`src/rtl/bcd_scan_display_if.sv`:
```
// Bus between a BCD digit source and the scanned 7-segment driver.
// Handshake: load is a one-cycle strobe that is always accepted (no ready); digits are sampled only when load=1.
interface bcd_scan_display_if;
  logic       load;
  logic [3:0] hundreds;
  logic [3:0] tens;
  logic [3:0] ones;
  logic [6:0] seg;
  logic [3:0] an;
  logic       dp;
  logic       frame_done;
  logic [1:0] dbg_slot;

  modport master (
    output load, hundreds, tens, ones,
    input  seg, an, dp, frame_done, dbg_slot
  );

  modport slave (
    input  load, hundreds, tens, ones,
    output seg, an, dp, frame_done, dbg_slot
  );
endinterface

```
`src/rtl/bcd_scan_display.sv`:
```
// Time-multiplexed 4-digit common-anode 7-segment driver with double-buffered BCD digits.
// Optional leading-zero blanking when the LZB_EN macro is defined.
module bcd_scan_display #(
  parameter int REFRESH_DIV = 100000
) (
  input logic               clk,
  input logic               rst_n,
  bcd_scan_display_if.slave bus
);

  localparam int              PW   = (REFRESH_DIV > 2) ? $clog2(REFRESH_DIV) : 1;
  localparam logic [PW-1:0]   LAST = PW'(REFRESH_DIV - 1);

  typedef enum logic [1:0] {
    SLOT_ONES  = 2'd0,
    SLOT_TENS  = 2'd1,
    SLOT_HUND  = 2'd2,
    SLOT_BLANK = 2'd3
  } slot_t;

  logic [PW-1:0] r_presc;
  slot_t         r_slot;
  slot_t         w_slot_next;
  logic          w_tick;
  logic          w_commit;

  logic          r_pend_flag;
  logic [3:0]    r_pend_h, r_pend_t, r_pend_o;
  logic [3:0]    r_shd_h, r_shd_t, r_shd_o;

  logic [3:0]    w_an_next;
  logic [3:0]    w_digit;
  logic          w_blank;
  logic          w_lzb_h, w_lzb_t;

  logic [6:0]    r_seg;
  logic [3:0]    r_an;
  logic          r_frame_done;

  function automatic logic [6:0] seg_code(input logic [3:0] d);
    case (d)
      4'd0:    seg_code = 7'h40;
      4'd1:    seg_code = 7'h79;
      4'd2:    seg_code = 7'h24;
      4'd3:    seg_code = 7'h30;
      4'd4:    seg_code = 7'h19;
      4'd5:    seg_code = 7'h12;
      4'd6:    seg_code = 7'h02;
      4'd7:    seg_code = 7'h78;
      4'd8:    seg_code = 7'h00;
      4'd9:    seg_code = 7'h10;
      default: seg_code = 7'h3F;
    endcase
  endfunction

  assign w_tick   = (r_presc == LAST);
  assign w_commit = w_tick && (r_slot == SLOT_BLANK);

  always_ff @(posedge clk or negedge rst_n) begin
    if (!rst_n) r_presc <= '0;
    else        r_presc <= w_tick ? '0 : r_presc + 1'b1;
  end

  // Slot scan state machine: state register plus next-state logic.
  always_ff @(posedge clk or negedge rst_n) begin
    if (!rst_n) r_slot <= SLOT_ONES;
    else        r_slot <= w_slot_next;
  end

  always_comb begin
    w_slot_next = r_slot;
    if (w_tick) begin
      case (r_slot)
        SLOT_ONES: w_slot_next = SLOT_TENS;
        SLOT_TENS: w_slot_next = SLOT_HUND;
        SLOT_HUND: w_slot_next = SLOT_BLANK;
        default:   w_slot_next = SLOT_ONES;
      endcase
    end
  end

  // A load landing on the frame boundary bypasses pending so it shows in the very next frame.
  always_ff @(posedge clk or negedge rst_n) begin
    if (!rst_n) begin
      r_pend_flag <= 1'b0;
      r_pend_h    <= '0;
      r_pend_t    <= '0;
      r_pend_o    <= '0;
      r_shd_h     <= '0;
      r_shd_t     <= '0;
      r_shd_o     <= '0;
    end else if (bus.load && w_commit) begin
      r_shd_h     <= bus.hundreds;
      r_shd_t     <= bus.tens;
      r_shd_o     <= bus.ones;
      r_pend_flag <= 1'b0;
    end else if (bus.load) begin
      r_pend_h    <= bus.hundreds;
      r_pend_t    <= bus.tens;
      r_pend_o    <= bus.ones;
      r_pend_flag <= 1'b1;
    end else if (w_commit && r_pend_flag) begin
      r_shd_h     <= r_pend_h;
      r_shd_t     <= r_pend_t;
      r_shd_o     <= r_pend_o;
      r_pend_flag <= 1'b0;
    end
  end

`ifdef LZB_EN
  assign w_lzb_h = (r_shd_h == 4'd0);
  assign w_lzb_t = w_lzb_h && (r_shd_t == 4'd0);
`else
  assign w_lzb_h = 1'b0;
  assign w_lzb_t = 1'b0;
`endif

  always_comb begin
    w_an_next = 4'b1111;
    w_digit   = 4'd0;
    w_blank   = 1'b1;
    case (r_slot)
      SLOT_ONES: begin w_an_next = 4'b1110; w_digit = r_shd_o; w_blank = 1'b0;    end
      SLOT_TENS: begin w_an_next = 4'b1101; w_digit = r_shd_t; w_blank = w_lzb_t; end
      SLOT_HUND: begin w_an_next = 4'b1011; w_digit = r_shd_h; w_blank = w_lzb_h; end
      default:   ;
    endcase
  end

  always_ff @(posedge clk or negedge rst_n) begin
    if (!rst_n) begin
      r_an         <= 4'b1111;
      r_seg        <= 7'h7F;
      r_frame_done <= 1'b0;
    end else begin
      r_an         <= w_an_next;
      r_seg        <= w_blank ? 7'h7F : seg_code(w_digit);
      r_frame_done <= w_commit;
    end
  end

  assign bus.an         = r_an;
  assign bus.seg        = r_seg;
  assign bus.dp         = 1'b1;
  assign bus.frame_done = r_frame_done;
  assign bus.dbg_slot   = r_slot;

endmodule

```
`src/flat_wrapper.sv`:
```
// flat-port wrapper written by rule: the top's interface ports become plain ports
module bcd_scan_display_flat 
#(
  parameter int REFRESH_DIV = 100000
)
  (clk, rst_n, bus_load, bus_hundreds, bus_tens, bus_ones, bus_seg, bus_an, bus_dp, bus_frame_done, bus_dbg_slot);
  bcd_scan_display_if bus_i ();
  input logic clk;
  input logic rst_n;
  input wire logic [$bits(bus_i.load)-1:0] bus_load;
  input wire logic [$bits(bus_i.hundreds)-1:0] bus_hundreds;
  input wire logic [$bits(bus_i.tens)-1:0] bus_tens;
  input wire logic [$bits(bus_i.ones)-1:0] bus_ones;
  output wire logic [$bits(bus_i.seg)-1:0] bus_seg;
  output wire logic [$bits(bus_i.an)-1:0] bus_an;
  output wire logic [$bits(bus_i.dp)-1:0] bus_dp;
  output wire logic [$bits(bus_i.frame_done)-1:0] bus_frame_done;
  output wire logic [$bits(bus_i.dbg_slot)-1:0] bus_dbg_slot;
  assign bus_i.load = bus_load;
  assign bus_i.hundreds = bus_hundreds;
  assign bus_i.tens = bus_tens;
  assign bus_i.ones = bus_ones;
  assign bus_seg = bus_i.seg;
  assign bus_an = bus_i.an;
  assign bus_dp = bus_i.dp;
  assign bus_frame_done = bus_i.frame_done;
  assign bus_dbg_slot = bus_i.dbg_slot;
  bcd_scan_display #(.REFRESH_DIV(REFRESH_DIV)) u_core (.clk(clk), .rst_n(rst_n), .bus(bus_i));
endmodule
```
`config.mk`:
```
export PLATFORM = sky130hd
export DESIGN_NAME = bcd_scan_display_flat
export DESIGN_NICKNAME = d
export VERILOG_FILES = /design/src/rtl/bcd_scan_display_if.sv /design/src/rtl/bcd_scan_display.sv /design/src/flat_wrapper.sv
export SDC_FILE = /design/constraint.sdc
export NUM_CORES = 1
export LEC_CHECK = 0
export ABC_AREA = 0
export CAP_MARGIN = 20
export CORE_ASPECT_RATIO = 1.75
export CORE_UTILIZATION = 40
export DETAILED_ROUTE_END_ITERATION = 10
export GPL_TIMING_DRIVEN = 0
export PLACE_DENSITY = 0.57
export SLEW_MARGIN = 20
export SYNTH_ARGS = -nofsm -noshare
export SYNTH_HDL_FRONTEND = slang
export SYNTH_SLANG_ARGS = --single-unit
```
`constraint.sdc`:
```
create_clock -name clk -period 5.5 [get_ports clk]
set_input_delay 1.1 -clock clk [delete_from_list [all_inputs] [get_ports clk]]
set_output_delay 1.1 -clock clk [all_outputs]
set_load 0.01 [all_outputs]
```
Yosys cells after proc, flatten, opt, wreduce, memory -nomap -nowiden
Memory sizes are Yosys's and may differ from the RTL's.
Cells that the tools add are included.
{ "word_totals": {"regBits": 56, "latch_bits": 0, "ram_bits": 0, "rom_bits": 112, "inputBits": 15, "output_inout_bits": 15, "elab_cells": 46, "memories": 1} }
{ "op_classes": {"addsub": 1, "multipliers": 0, "n_div": 0, "magnitude_cmp": 0, "eq_ne": 5, "shifts": 0, "mux": 17, "n_bitwise": 1, "reduce_logical": 9} }
{ "mem_list": {"columns": ["memory", "depth", "width", "read_ports", "rd_ports_with_merged_regs", "wr", "line_no", "rtl"], "rows": [
  ["(name not given)", 16, 7, 1, 0, 0, "bcd_scan_display.sv:41", "case (d)"]
]} }
{ "op_table": {"columns": ["operator", "count"], "rows": [
  ["2-to-1 mux 4 bit", 9],
  ["adder 17 x 1 -> 17 bit (second input constant)", 1],
  ["== test 17 bit (second input constant)", 1],
  ["2-to-1 mux 17 bit", 1],
  ["one-hot mux 4 bit (3 select lines)", 1],
  ["one-hot mux 3 bit (3 select lines)", 1],
  ["2-to-1 mux 7 bit", 1],
  ["one-hot mux 2 bit (3 select lines)", 1],
  ["== test 2 bit (second input constant)", 2],
  ["AND reduction 2 bit", 2],
  ["logical AND 1 bit", 3],
  ["2-to-1 mux 1 bit", 3],
  ["nonzero test 3 bit", 1],
  ["OR reduction 3 bit", 1],
  ["== test 2 x 1 -> 1 bit (second input constant)", 1],
  ["zero test 2 bit", 1],
  ["!= test 2 x 1 -> 1 bit (second input constant)", 1],
  ["nonzero test 2 bit", 1],
  ["NOT 1 bit", 1]
]} }

Depth between registers and ports, before layout
{ "logic_depth": {"depth_word": 6, "ltp_mapped": 9, "depth_no_buf": 9} }

Worst setup path before layout
OpenSTA, ideal clock, no wires.
{ "synth_path": {"path_kind": "in2reg", "startpoint": "input port bus_load", "endpoint": "register u_core.r_shd_o[3]", "setup_time_ns": 0.140, "t_arrival_ns": 2.016, "t_required_ns": 5.360, "path_slack_ns": 3.345, "cell_stages": 4, "path_cell_list": "buf_2 clkbuf_1 mux2i_1 a2bb2oi_1"} }
{ "synth_via": {"elab_chain_len": 3} }
{ "synth_lines": {"columns": ["item", "line_no", "rtl"], "rows": [
  ["start, declared", "flat_wrapper.sv:10", "input wire logic [$bits(bus_i.load)-1:0] bus_load;"],
  ["logical AND 1 bit", "bcd_scan_display.sv:92", "end else if (bus.load && w_commit) begin"],
  ["!= test 2 x 1 -> 1 bit (no line) or nonzero test 2 bit (tied branches)", null, null],
  ["AND reduction 2 bit (no line)", null, null],
  ["end signal, assigned", "bcd_scan_display.sv:95", "r_shd_o <= bus.ones;"],
  ["end signal, assigned", "bcd_scan_display.sv:105", "r_shd_o <= r_pend_o;"],
  ["end, declared", "bcd_scan_display.sv:29", "logic [3:0] r_shd_h, r_shd_t, r_shd_o;"]
]} }
Several ways; a longest one is shown, not always the timed one.
A chain may end at the register's enable or synchronous reset.

Worst setup path after layout
{ "layout_path": {"startpoint": "register u_core.r_seg[1] (netlist: u_core.bus.seg[1])", "endpoint": "output port bus_seg[1]"} }
{ "layout_rtl": {"columns": ["item", "line_no", "rtl"], "rows": [
  ["start, declared", "bcd_scan_display.sv:36", "logic [6:0] r_seg;"],
  ["start signal, assigned", "bcd_scan_display.sv:137", "r_seg <= w_blank ? 7'h7F : seg_code(w_digit);"],
  ["end, declared", "flat_wrapper.sv:14", "output wire logic [$bits(bus_i.seg)-1:0] bus_seg;"]
]} }
No word-level cell between the ends.

==> impl_metrics.toml <==
[routing]
routed_via_density = 5.128
drtIter0Drc = 88
ant_nets = 0
wire_per_inst_um = 15.11
drc = 0
routed_wl_mm = 5.184
drtPass1Iterations = 4
vias = 1759

[clock_network]
cts_buffers = 5
cts-root-buf = "clkbuf_16"
worstSkewPairLatency_ns = 0.29
cts_setup_buffers = 0
cts_hold_buf = 0
cts.path.max_buffers = 2
cts_tree = "yes"
path_clk_slew_ns = 0.07
htree_levels = 2
cts_sinks = 55
cts_resized = 0

[power_and_ir_drop]
ir_drop_uv = 181.8
p_switching_mw = 0.1822
p_int_mw = 0.6356
p_leak_nw = 1.398
p_sw_frac = 0.2228
power_density_mw_per_mm2 = 253.4
clockPowerShare = 0.373
power.share.combinational = 0.098
pwr-share-seq = 0.528

[sta]
hold_viol = 0
fin_worst_skew_ns = 0.003931
final_max_slew_viol_count = 0
finalWorstPathRequiredPeriod_ns = 2.429
fin_setup_tns_ns = 0
rsz0062_at_grt = "false"
final.period_utilization = 0.4417
setup_viol_count_final = 0
max_slew_margin = 0.4648
worst_pin_slew_ns = 0.8028
fmax_ghz = 0.4116

[min_path]
holdPathStages = 1
hold_class = "flop to flop"

[synth]
synth_edf_count = 0
synth_warnings = 0
ys.flop_type = "dfrtp_1"
async_flop_share = 1.000
ys_ff_latch = 55
syn_area_per_cell_sq_um = 12.05
ys_types = 38
synthCells = 226
syn_area_sq_mm = 0.002723
ys_seq_area_frac = 0.5101

[global_routing]
overflow = 0
grt.met2_usage = 0.3095
grt_pass1_wl_mm = 8.949
grt_start_max_net_pins = 56
grt_usage = 0.1664
grt.busiest_layer = "met2"
grt_pass1_vias = 1887
grt.met1_usage = 0.1727
use_met3 = 0.03189
antenna_found_initial = 0

[setup_path]
crit_family = "buffers and inverters"
worstPathArrival_ns = 1.33
cp_slowest_cell = "clkdlybuf4s50_1"
cp.depth = 1
cp_cell_sequence = "clkdlybuf4s50_1"
ff2ff_setup_slack_ns = 3.23
slowest_delay_ns = 0.53
worstPathMaxFanout = 1
reg2reg_depth = 7
worst-path-buf-inv = 1
cp-start-kind = "flop"
crit_required_ns = 4.40
end_kind = "primary output"
worstSetupPathType = "flop to primary output"

[cells_and_area]
fillCellCount = 629
seq_area_sq_mm = 0.001389
final_nets = 286
areaGrowthSynthToFinish_pct = 18.52
fin_area_sq_mm = 0.003227
multiInputGateArea_sq_mm = 0.001237
drive_above_1_share = 0.1877
n_antenna_cell = 0

[floorplan]
core_area_sq_mm = 0.006539
fp.dieW_um = 64.37
ios = 30
die_h_um = 111.1
start_util = 0.4164
rows = 39
die-area_sq_mm = 0.007154

[outcome]
status = "finished clean"

[place]
dpl.hpwl_mm = 3.758
gp_congestion = 0.7788
place_area_sq_mm = 0.003087
port_buffers = 26

[job]
cap_viol_max_count = 0
[area by class of cell]
class                   count  area share
multi-input cells         154      0.3835
clock inverters             3    0.004653
clock buffers               5     0.03877
well taps                  82     0.03180
repair buffers             26     0.07988
plain buffers              10     0.02171
flip-flops and latches     55      0.4304
inverters                   8    0.009306
[registers in the layout, summed over array words and instances, names as in the netlist]
signal / flops
u_core.bus.an: 3
u_core.bus.dbg_slot: 2
u_core.bus.frame_done: 1
u_core.bus.seg: 7
u_core.r_pend_flag: 1
u_core.r_pend_h: 4
u_core.r_pend_o: 4
u_core.r_pend_t: 4
u_core.r_presc: 17
u_core.r_shd_h: 4
u_core.r_shd_o: 4
u_core.r_shd_t: 4
[cells by family (layout without fill, tap and decap cells)]
logic type      after synthesis  after routing  share of synthesized area
simple gates                 70             70                     0.1549
flops                        55             55                     0.5101
mux                          31             31                     0.1204
compound gates               25             25                    0.07766
buf+inv                      18             52                    0.03677
xor+xnor                     15             15                    0.04825
fa+ha+maj                    11             11                    0.05055
other cells                   1              2                   0.001377
[metal layers]
metal | share of wire | wire [um]
met1 | 0.38 | 1995
met5 | 0 | 0
met3 | 0.025 | 132
met4 | 0.021 | 110
met2 | 0.57 | 2945
[path summary, 6_finish.rpt]
| check | start | endpoint |
|---|---|---|
| setup / recovery | u_core.bus.seg[1]$_DFF_PN1_ | bus_seg[1] |
| min in group asynchronous | rst_n | u_core.r_presc[12]$_DFF_PN0_ |
| setup reg to reg | u_core.bus.dbg_slot[0]$_DFFE_PN0N_ | u_core.bus.seg[6]$_DFF_PN1_ |
| hold / removal | u_core.r_presc[4]$_DFF_PN0_ | u_core.r_presc[4]$_DFF_PN0_ |
| max in group asynchronous | rst_n | u_core.r_pend_o[0]$_DFFE_PN0P_ |
| hold reg to reg | u_core.r_presc[4]$_DFF_PN0_ | u_core.r_presc[4]$_DFF_PN0_ |
[power groups by stage]
stage          combinational, mW  sequential, mW  clock, mW
2_1_floorplan             0.0442           0.440          0
3_3_place_gp              0.0819           0.439          0
3_5_place_dp              0.0827           0.440          0
4_1_cts                   0.0827           0.432      0.318
5_1_grt                   0.0904           0.434      0.330
6_report                  0.0804           0.432      0.305
[synth_stat cells (all sizes together) (4+ instances only)]
cell	n	share of area
nor3	4	0.0074
mux2i	17	0.062
nand3	8	0.021
a2bb2oi	12	0.039
mux2	14	0.058
xnor2	10	0.032
o21ai	5	0.0092
nand2	7	0.0097
dfstp	10	0.097
xor2	5	0.016
ha	11	0.051
inv	8	0.011
nor4	4	0.015
nand2b	13	0.030
a222oi	4	0.015
nor2	19	0.026
nand4	5	0.011
buf	8	0.023
dfrtp	45	0.41
[placed cells by master (no fill, tap or decap), types with 2 or more instances in the layout]
cell | Yosys | final
a21o_1 | 2 | 2
a222oi_1 | 4 | 4
a2bb2oi_1 | 12 | 12
and3_1 | 2 | 2
buf_2 | 2 | 2
buf_4 | 4 | 5
buf_6 | 2 | 2
clkbuf_1 | 2 | 2
clkbuf_16 | 0 | 5
clkdlybuf4s50_1 | 0 | 25
clkinv_2 | 0 | 3
conb_1 | 1 | 2
dfrtp_1 | 45 | 45
dfstp_2 | 10 | 10
ha_1 | 11 | 11
inv_1 | 8 | 8
mux2_2 | 14 | 14
mux2i_1 | 17 | 17
nand2_1 | 7 | 7
nand2b_1 | 13 | 13
nand3_1 | 6 | 6
nand4_1 | 5 | 5
nor2_1 | 19 | 19
nor3_1 | 4 | 4
nor4_1 | 3 | 3
o21ai_0 | 5 | 5
xnor2_1 | 10 | 10
xor2_1 | 5 | 5
[through the flow]
stage	worst slack, ns	total power, mW	instances	util	hold WS [ns]
6_report	3.071	0.8178	343	0.4935	0.4972
5_1_grt	3.018	0.8544	343	0.4935	0.5031
4_1_cts	3.053	0.8329	343	0.4935	0.4919
3_5_place_dp	3.027	0.5222	335	0.4721	0.4779
3_3_place_gp	1.631	0.5207	335	0.4724	0.4759
2_1_floorplan	3.345	0.4844	227	-	0.4592
(Power assumes the default switching activity.)
